<file path="config.mk">
export PLATFORM = sky130hd
export DESIGN_NAME = fetch_queue
export DESIGN_NICKNAME = d
export VERILOG_FILES = /design/src/rtl/fetch_queue_pkg.sv /design/src/rtl/fetch_queue_ptr.sv /design/src/rtl/fetch_queue.sv
export SDC_FILE = /design/constraint.sdc
export NUM_CORES = 1
export LEC_CHECK = 0
export BUFFER_PORTS_ARGS = -buffer_cell sky130_fd_sc_hd__buf_2
export CORE_MARGIN = 2
export CORE_UTILIZATION = 41
export CTS_BUF_LIST = sky130_fd_sc_hd__clkbuf_16
export CTS_CLUSTER_SIZE = 24
export DETAILED_ROUTE_END_ITERATION = 6
export MAX_ROUTING_LAYER = met4
export PLACE_DENSITY = 0.6
export SLEW_MARGIN = 15
export SYNTH_ARGS = -nofsm -noshare
export SYNTH_HDL_FRONTEND = slang
export SYNTH_SLANG_ARGS = --single-unit
</file>
<file path="constraint.sdc">
create_clock -name clk -period 4.3 [get_ports clk]
set_clock_uncertainty 0.05 [all_clocks]
set_input_delay 0.43 -clock clk [delete_from_list [all_inputs] [get_ports clk]]
set_output_delay 0.43 -clock clk [all_outputs]
set_load 0.05 [all_outputs]
</file>
<file path="src/rtl/fetch_queue_pkg.sv">
// Shared types for the instruction fetch queue: memory request/response
// structs, the per-slot record and the queue defaults.
package fetch_queue_pkg;

  localparam int word_address_size         = 32;
  localparam int FETCH_QUEUE_DEPTH_DEFAULT = 4;
  localparam logic [3:0] WORD_READ_BYTES   = 4'b1111;

  typedef struct packed {
    logic                         valid;
    logic [word_address_size-1:0] addr;
    logic [31:0]                  data;
    logic [3:0]                   do_read;
    logic [3:0]                   do_write;
  } memory_io_req;

  typedef struct packed {
    logic        valid;
    logic [31:0] data;
  } memory_io_rsp;

  typedef struct packed {
    logic [word_address_size-1:0] pc;
    logic [31:0]                  instr;
    logic                         filled;
    logic                         live;
  } fetch_slot_t;

  localparam fetch_slot_t FETCH_SLOT_RESET = '0;

endpackage

</file>
<file path="src/rtl/fetch_queue_ptr.sv">
// Ring pointer with one extra wrap bit; reports its distance from a
// reference pointer so callers can derive occupancy and equality.
module fetch_queue_ptr #(
  parameter int PW = 3
) (
  input  logic          clk,
  input  logic          rst_n,
  input  logic          i_inc,
  input  logic          i_load,
  input  logic [PW-1:0] i_load_val,
  input  logic [PW-1:0] i_ref,
  output logic [PW-1:0] o_ptr,
  output logic [PW-1:0] o_dist
);

  logic [PW-1:0] r_ptr;

  always_ff @(posedge clk or negedge rst_n) begin
    if (!rst_n)      r_ptr <= '0;
    else if (i_load) r_ptr <= i_load_val;
    else if (i_inc)  r_ptr <= r_ptr + 1'b1;
  end

  // modulo 2*DEPTH subtraction: the wrap bit keeps full and empty distinct
  assign o_ptr  = r_ptr;
  assign o_dist = r_ptr - i_ref;

endmodule

</file>
<file path="src/rtl/fetch_queue.sv">
// Instruction prefetch queue: sequential word fetches, in-order fill, redirect
// kills queued and in-flight entries. FETCH_QUEUE_BYPASS_EN adds a
// same-cycle response-to-decode bypass.
module fetch_queue
  import fetch_queue_pkg::*;
#(
  parameter int DEPTH  = FETCH_QUEUE_DEPTH_DEFAULT,
  parameter int ADDR_W = word_address_size
) (
  input  logic              clk,
  input  logic              reset,
  input  logic [ADDR_W-1:0] reset_pc,
  input  logic              redirect_valid,
  input  logic [ADDR_W-1:0] redirect_pc,
  output memory_io_req      inst_mem_req,
  input  memory_io_rsp      inst_mem_rsp,
  output logic              out_valid,
  output logic [31:0]       out_instr,
  output logic [ADDR_W-1:0] out_pc,
  input  logic              out_ready
);

  localparam int AW = $clog2(DEPTH);
  localparam int PW = AW + 1;
  localparam logic [PW-1:0] FULL_OCC = PW'(DEPTH);

  if (DEPTH < 2 || (DEPTH & (DEPTH - 1)) != 0) begin : g_depth_chk
    $error("fetch_queue: DEPTH must be a power of 2 and at least 2");
  end

  logic [PW-1:0]     w_alloc, w_fill, w_head;
  logic [PW-1:0]     w_occ, w_fill_gap, w_head_gap;
  logic [ADDR_W-1:0] r_pc, w_fetch_pc, w_req_pc;
  logic              r_pc_ok;
  fetch_slot_t       r_slots [DEPTH];
  fetch_slot_t       w_head_slot;
  logic              w_issue, w_rsp_acc, w_head_rdy, w_pop, w_discard, w_byp;

  fetch_queue_ptr #(.PW(PW)) u_alloc (
    .clk(clk), .rst_n(reset), .i_inc(w_issue), .i_load(1'b0), .i_load_val('0),
    .i_ref(w_head), .o_ptr(w_alloc), .o_dist(w_occ)
  );

  fetch_queue_ptr #(.PW(PW)) u_fill (
    .clk(clk), .rst_n(reset), .i_inc(w_rsp_acc), .i_load(1'b0), .i_load_val('0),
    .i_ref(w_alloc), .o_ptr(w_fill), .o_dist(w_fill_gap)
  );

  // redirect drops every ready entry by snapping head onto fill
  fetch_queue_ptr #(.PW(PW)) u_head (
    .clk(clk), .rst_n(reset), .i_inc(w_pop || w_discard), .i_load(redirect_valid),
    .i_load_val(w_fill), .i_ref(w_fill), .o_ptr(w_head), .o_dist(w_head_gap)
  );

  assign w_head_slot = r_slots[w_head[AW-1:0]];
  assign w_fetch_pc  = r_pc_ok ? r_pc : reset_pc;
  assign w_req_pc    = redirect_valid ? redirect_pc : w_fetch_pc;
  assign w_issue     = reset && (w_occ != FULL_OCC);
  assign w_rsp_acc   = inst_mem_rsp.valid && (w_fill_gap != '0);
  assign w_head_rdy  = (w_head_gap != '0);
  assign w_discard   = w_head_rdy && !w_head_slot.live;

`ifdef FETCH_QUEUE_BYPASS_EN
  assign w_byp = reset && !redirect_valid && !w_head_rdy && w_rsp_acc && w_head_slot.live;
`else
  assign w_byp = 1'b0;
`endif

  always_comb begin
    out_valid = w_head_rdy && w_head_slot.live && !redirect_valid;
    out_instr = w_head_slot.instr;
    out_pc    = w_head_slot.pc[ADDR_W-1:0];
    if (w_byp) begin
      out_valid = 1'b1;
      out_instr = inst_mem_rsp.data;
    end
  end

  assign w_pop = out_valid && out_ready;

  always_comb begin
    inst_mem_req = '0;
    if (w_issue) begin
      inst_mem_req.valid   = 1'b1;
      inst_mem_req.addr    = word_address_size'(w_req_pc);
      inst_mem_req.do_read = WORD_READ_BYTES;
    end
  end

  // a redirect blocked by a full queue still parks the fetch pc at its target
  always_ff @(posedge clk or negedge reset) begin
    if (!reset) begin
      r_pc    <= '0;
      r_pc_ok <= 1'b0;
    end else if (w_issue) begin
      r_pc    <= w_req_pc + ADDR_W'(4);
      r_pc_ok <= 1'b1;
    end else if (redirect_valid) begin
      r_pc    <= redirect_pc;
      r_pc_ok <= 1'b1;
    end
  end

  always_ff @(posedge clk or negedge reset) begin
    if (!reset) begin
      for (int i = 0; i < DEPTH; i++) r_slots[i] <= FETCH_SLOT_RESET;
    end else begin
      if (redirect_valid)
        for (int i = 0; i < DEPTH; i++) r_slots[i].live <= 1'b0;
      if (w_rsp_acc) begin
        r_slots[w_fill[AW-1:0]].instr  <= inst_mem_rsp.data;
        r_slots[w_fill[AW-1:0]].filled <= 1'b1;
      end
      // the new fetch stays live even when a redirect clears the rest
      if (w_issue) begin
        r_slots[w_alloc[AW-1:0]].pc     <= word_address_size'(w_req_pc);
        r_slots[w_alloc[AW-1:0]].instr  <= '0;
        r_slots[w_alloc[AW-1:0]].filled <= 1'b0;
        r_slots[w_alloc[AW-1:0]].live   <= 1'b1;
      end
    end
  end

  a_rsp_in_flight: assert property (@(posedge clk) disable iff (!reset)
    !(inst_mem_rsp.valid && (w_fill_gap == '0)))
    else $error("fetch_queue: response arrived with nothing in flight");

endmodule
</file>
After elaboration in Yosys (flattened, before gate mapping):

Index checks and enable logic that the tools add are counted.

* register bits: 306
* bits in latches: 0
* memory bits (writable): 0
* bits in read-only memories: 0
* input bits: 101
* memories kept: 0

* add/subtract/negate cells: 7
* multiply operators: 0
* divide/modulo/power cells: 0
* magnitude comparators: 5
* equal/unequal tests: 1
* shifts and indexed selects: 0
* mux-type cells: 37
* bitwise logic cells: 3
* reductions and logical operators: 15

Operator list (number)
* bitwise mux 264 bit: 6
* demux 66 bit (select 2 bit): 6
* two-way mux 264 bit: 2
* two-way mux 66 bit: 3
* binary-select mux 66 bit (select 2 bit): 1
* two-way mux 32 bit: 4
* two-way mux 34 bit: 2
* two-way mux 33 bit: 1
* adder 32 x 3 -> 32 bit (second input constant): 1
* adder 3 x 1 -> 3 bit (second input constant): 3
* >= comparator 3 bit (second input constant): 3
* NOT 2 -> 3 bit: 3
* subtractor 3 bit: 3
* logical AND 1 bit: 8
* two-way mux 1 bit: 7
* < comparator 3 x 1 -> 1 bit (second input constant): 2
* two-way mux 3 bit: 2
* nonzero test 3 bit: 2
* two-way mux 2 bit: 2
* two-way mux 4 bit: 1
* nonzero test 2 bit: 2
* inequality test 3 bit (second input constant): 1
* zero test 1 bit: 2
* logical OR 1 bit: 1

Longest topological paths before layout:

* word-level depth: 13
* depth in mapped cells: 13
* gate-level depth less buffers: 9

Modules after synthesis:

A second synthesis with hierarchy kept.

* cell total of the unflattened synthesis: 1613
* area, all modules: 15284.7 um2

Modules (own cells, without submodules)
* fetch_queue: instances 1, cells an instance 1547, area an instance 14627.8 um2
* fetch_queue_ptr: instances 3, cells an instance 22, area an instance 219.0 um2

Least setup slack after synthesis:

OpenSTA, ideal clock, no wires.

* path type: register to output
* from: register u_head.r_ptr[1], in the netlist u_head.o_ptr[1]
* to: output inst_mem_req[56] (netlist name)
* arrival: 2991 ps
* setup slack: 829 ps
* stages on the path, launching flop included: 12
* path buffers: 5
* cells stage by stage: dfrtp_1 -> buf_1 -> buf_1 -> inv_1 -> ha_1 -> nor2b_1 -> xnor2_1 -> o21ai_1 -> clkbuf_1 -> clkbuf_1 -> buf_1 -> nor2_1

RTL lines
* start, declared: line fetch_queue_ptr.sv:16 `logic [PW-1:0] r_ptr;`
* start signal, assigned: line fetch_queue_ptr.sv:20 `else if (i_load) r_ptr <= i_load_val;`
* start signal, assigned: line fetch_queue_ptr.sv:21 `else if (i_inc) r_ptr <= r_ptr + 1'b1;`
* end, declared: line fetch_queue.sv:15 `output memory_io_req inst_mem_req,`

Worst setup path in the final report:

* from: register u_head.r_ptr[0], in the netlist u_head.o_ptr[0]
* to: output out_valid

* longest elaborated chain between the ends: 6
* elaborated cells between the ends (all ways): 8
* those cells by class: add/sub: 1; mux: 3; bitwise: 1; reduce/logical: 3

RTL lines
* parallel branches: the longest is 4 deep, another holds subtractor 3 bit
* logical AND 1 bit (*) (2 in series): line fetch_queue.sv:70 `out_valid = w_head_rdy && w_head_slot.live && !redirect_valid;`
* end, declared: line fetch_queue.sv:17 `output logic out_valid,`

Mark *: on every way between the ends. The select of a mux whose other input is x is not followed.

==> flow_metrics.env <==
export IMPL_die_w_um=196
export IMPL_async_flop_share=1.00
export IMPL_max_freq_ghz=0.271
export IMPL_p_leak_nw=8.20
export IMPL_synth_edff_count=0
export IMPL_max_cap_violations=0
export IMPL_timing_slew_headroom=0.274
export IMPL_h_tree_depth=2
export IMPL_setup_worst_path_start="u_head.o_ptr[0]"
export IMPL_place_inst=2127
export IMPL_post_synth_cell_area_avg_um2=9.72
export IMPL_grt_pass1_wl_um=68900
export IMPL_synthFlopType="dfrtp_1"
export IMPL_setup_viol=0
export IMPL_min_delay_path_class="primary input to flop"
export IMPL_worstReg2RegEnd="r_pc[28]"
export IMPL_gp_congestion=0.853
export IMPL_synthTopCellsByArea="dfrtp_1, nand2_1, mux4_2"
export IMPL_grt_pass1_vias=11800
export IMPL_timing_final_crit_period_ps=3690
export IMPL_total_power_w=0.0148
export IMPL_synth_cells=1557
export IMPL_netlist_area_mm2=0.0151
export IMPL_arrival_ps=3210
export IMPL_io_buffers=202
export IMPL_drv_slew=0
export IMPL_root_buffer="clkbuf_16"
export IMPL_ys_warn_count=0
export IMPL_p_sw_frac=0.473
export IMPL_synth_seq_cells=302
export IMPL_worstSetupPathType="flop to output port"
export IMPL_area_growth_syn_to_layout_pct=14.4
export IMPL_drive_gt1_frac=0.215
export IMPL_endpoint="out_valid"
export IMPL_cts_made_buffers=34
export IMPL_outcome="completed"
export IMPL_remaining_drc_errors=0
export IMPL_whs_ps=124
export IMPL_initial_core_util=0.415
export IMPL_worstHoldStart="inst_mem_rsp[7]"
export IMPL_ant_nets=0
export IMPL_die_h_um=196
export IMPL_seq_area_frac_synth=0.499
export IMPL_hold_viol_final=0
export IMPL_period_share=0.857
export IMPL_path_clk_slew_ps=60
export IMPL_post_cts_buffers=0
export IMPL_clkLatencyLatePin_ps=520
export IMPL_yosysUniqueCellTypes=59
export IMPL_end_kind="output port"
export IMPL_nFillCells=3457
export IMPL_vdd_ir_drop_max_mv=0.551
export IMPL_drt_iter0_drc=829
export IMPL_overflow=0
export IMPL_worst_pin_slew_ps=1090
export IMPL_worstPathMaxFanout=40
export IMPL_max_clock_path_buffers=3
export IMPL_cts_num_sinks=302
export IMPL_rrSetupSlack_ps=1120
export IMPL_fin_util=0.474
export IMPL_vias=11800
export IMPL_nets=1813
export IMPL_p_int_w=0.00781
export IMPL_num_io_pins=239
export IMPL_fin_setup_tns_ps=0
export IMPL_cp_start_kind="flop"
export IMPL_gr_usage_all_layers=0.237
export IMPL_synth_top_cell_area_share=0.499
export IMPL_layout_cells_non_filler=2190
export IMPL_num_rows=70
export IMPL_core_area_mm2=0.0365
export IMPL_rsz0062_at_grt="false"
export IMPL_cts_tree="built"
export IMPL_first_pass_iters=5
export IMPL_wire_per_inst_um=20.1
export IMPL_r2r_cells=8
export IMPL_grt_max_degree=158
export IMPL_viasPerCell=5.38
export IMPL_die_area_mm2=0.0385
export IMPL_power_frac_comb=0.511
export IMPL_cp_required_ps=3820
export IMPL_seqPwrFrac=0.312
export IMPL_timing_rr_start="r_pc_ok"
export IMPL_synth_area_leader_cell="dfrtp_1"
export IMPL_wirelength_um=44100
export IMPL_hpwl_um=28300
export IMPL_power_switching_w=0.00702
export IMPL_powerDensity_mw_per_mm2=857
export IMPL_antenna_found_initial=2
export IMPL_pwr_share_clk=0.176
kinds of logic after synthesis:
kind of cell | after synthesis | synth area share
simple gates | 576 | 0.160
compound gates | 359 | 0.133
flops | 302 | 0.499
buf+inv | 178 | 0.0593
mux | 101 | 0.121
xor+xnor | 24 | 0.0139
fa+ha+maj | 16 | 0.0132
other cells | 1 | 0.000248
routing by layer:
layer	vias up	global-route usage	share of wire
li1	5548	-	-
met1	5760	0.302	0.42
met4	0	0.0575	0.019
met2	419	0.392	0.49
met5	-	-	0
met3	53	0.0480	0.070
how the worst min path moves through the flow:
stage                     cells past startpoint  slack [ps]          end
after floorplan                               0          80      r_pc[0]
after global placement                        1         300   r_slots[7]
after detailed placement                      1         310   r_slots[7]
after CTS                                     3         100  r_slots[33]
after global routing                          3         110   r_slots[3]
final                                         3         120   r_slots[9]
worst max-delay path, cell delays in order, from the launching register on:
cell     delay, ps
dfrtp_4        410
buf_4          450
buf_4          770
mux4_2         630
nand2_1         90
a31oi_1         60
buf_2          230
cells in the final DEF, fill, tap and decap left out, drive strengths merged, types with 5 or more instances in the layout:
cell,count
a211oi,10
mux2,6
nand2,453
o311a,5
mux4,65
a31oi,12
nor4,6
and3,18
clkinv,12
nand4,8
a21oi,144
conb,36
a31o,5
inv,27
ha,16
dfrtp,302
nor2,45
o21a,25
xnor2,21
nor3,10
mux2i,30
and2,10
o21ai,141
buf,230
clkbuf,35
nand3,6
cells in the mapped netlist (2+ instances only):
library cell	count
nand2_1	453
dfrtp_1	302
a21oi_1	144
o21ai_0	139
clkbuf_1	91
mux4_2	65
nor2_1	44
buf_4	43
mux2i_1	29
o21a_1	24
xnor2_1	21
and3_1	18
ha_1	16
buf_1	14
inv_1	14
a31oi_1	12
a211oi_1	10
and2_1	10
buf_2	9
nand4_1	7
nor3_1	7
mux2_2	6
nand3_1	6
a31o_2	5
o311a_1	5
a21boi_0	4
a21o_1	4
and4_1	4
buf_6	4
nor2b_1	4
nand4b_1	3
nor4_1	3
nor4_2	3
xor2_1	3
nand2b_1	2
nor3_2	2
o211a_1	2
o211ai_1	2
o21ai_1	2
o31a_1	2
sequential cells by signal, summed over array words and instances, names as in the netlist:
register / flops
u_fill.o_ptr: 3
r_slots: 260
r_pc_ok: 1
r_pc: 32
u_alloc.o_ptr: 3
u_head.o_ptr: 3
area by class of cell:
cell class                      instances  area, um2  share of cell area
Inverter                               15       56.3             0.00325
Clock inverter                         24        100             0.00578
Sequential cell                       302       7570               0.437
Multi-Input combinational cell       1112       6840               0.395
Antenna cell                            3       7.51            0.000434
Tap cell                              468        586              0.0338
Timing Repair Buffer                  231       1280              0.0739
Clock buffer                           35        876              0.0506
per-stage QoR:
stage / worst slack (ps) / instance area (um2)
2_1_floorplan: 829 / 15300
3_3_place_gp: 1120 / 16300
3_5_place_dp: 1040 / 16300
4_1_cts: 548 / 17300
5_1_grt: 436 / 17300
6_report: 613 / 17300
power by group through the flow:
stage                     Sequential [W]  Clock, W  Combinational [W]
after CTS                        0.00462   0.00267            0.00767
after global routing             0.00476   0.00279            0.00823
after detailed placement         0.00466         0            0.00766
after floorplan                  0.00445         0            0.00586
final                            0.00464   0.00262            0.00758
after global placement           0.00462         0            0.00754
what timing repair did:
action | 4_1_cts | 5_1_grt
hold buffers | 1 | 0
hold endpoints to repair | 40 | 0
resized for setup | 0 | 0
Note: power is estimated with default switching activity, not from simulation.
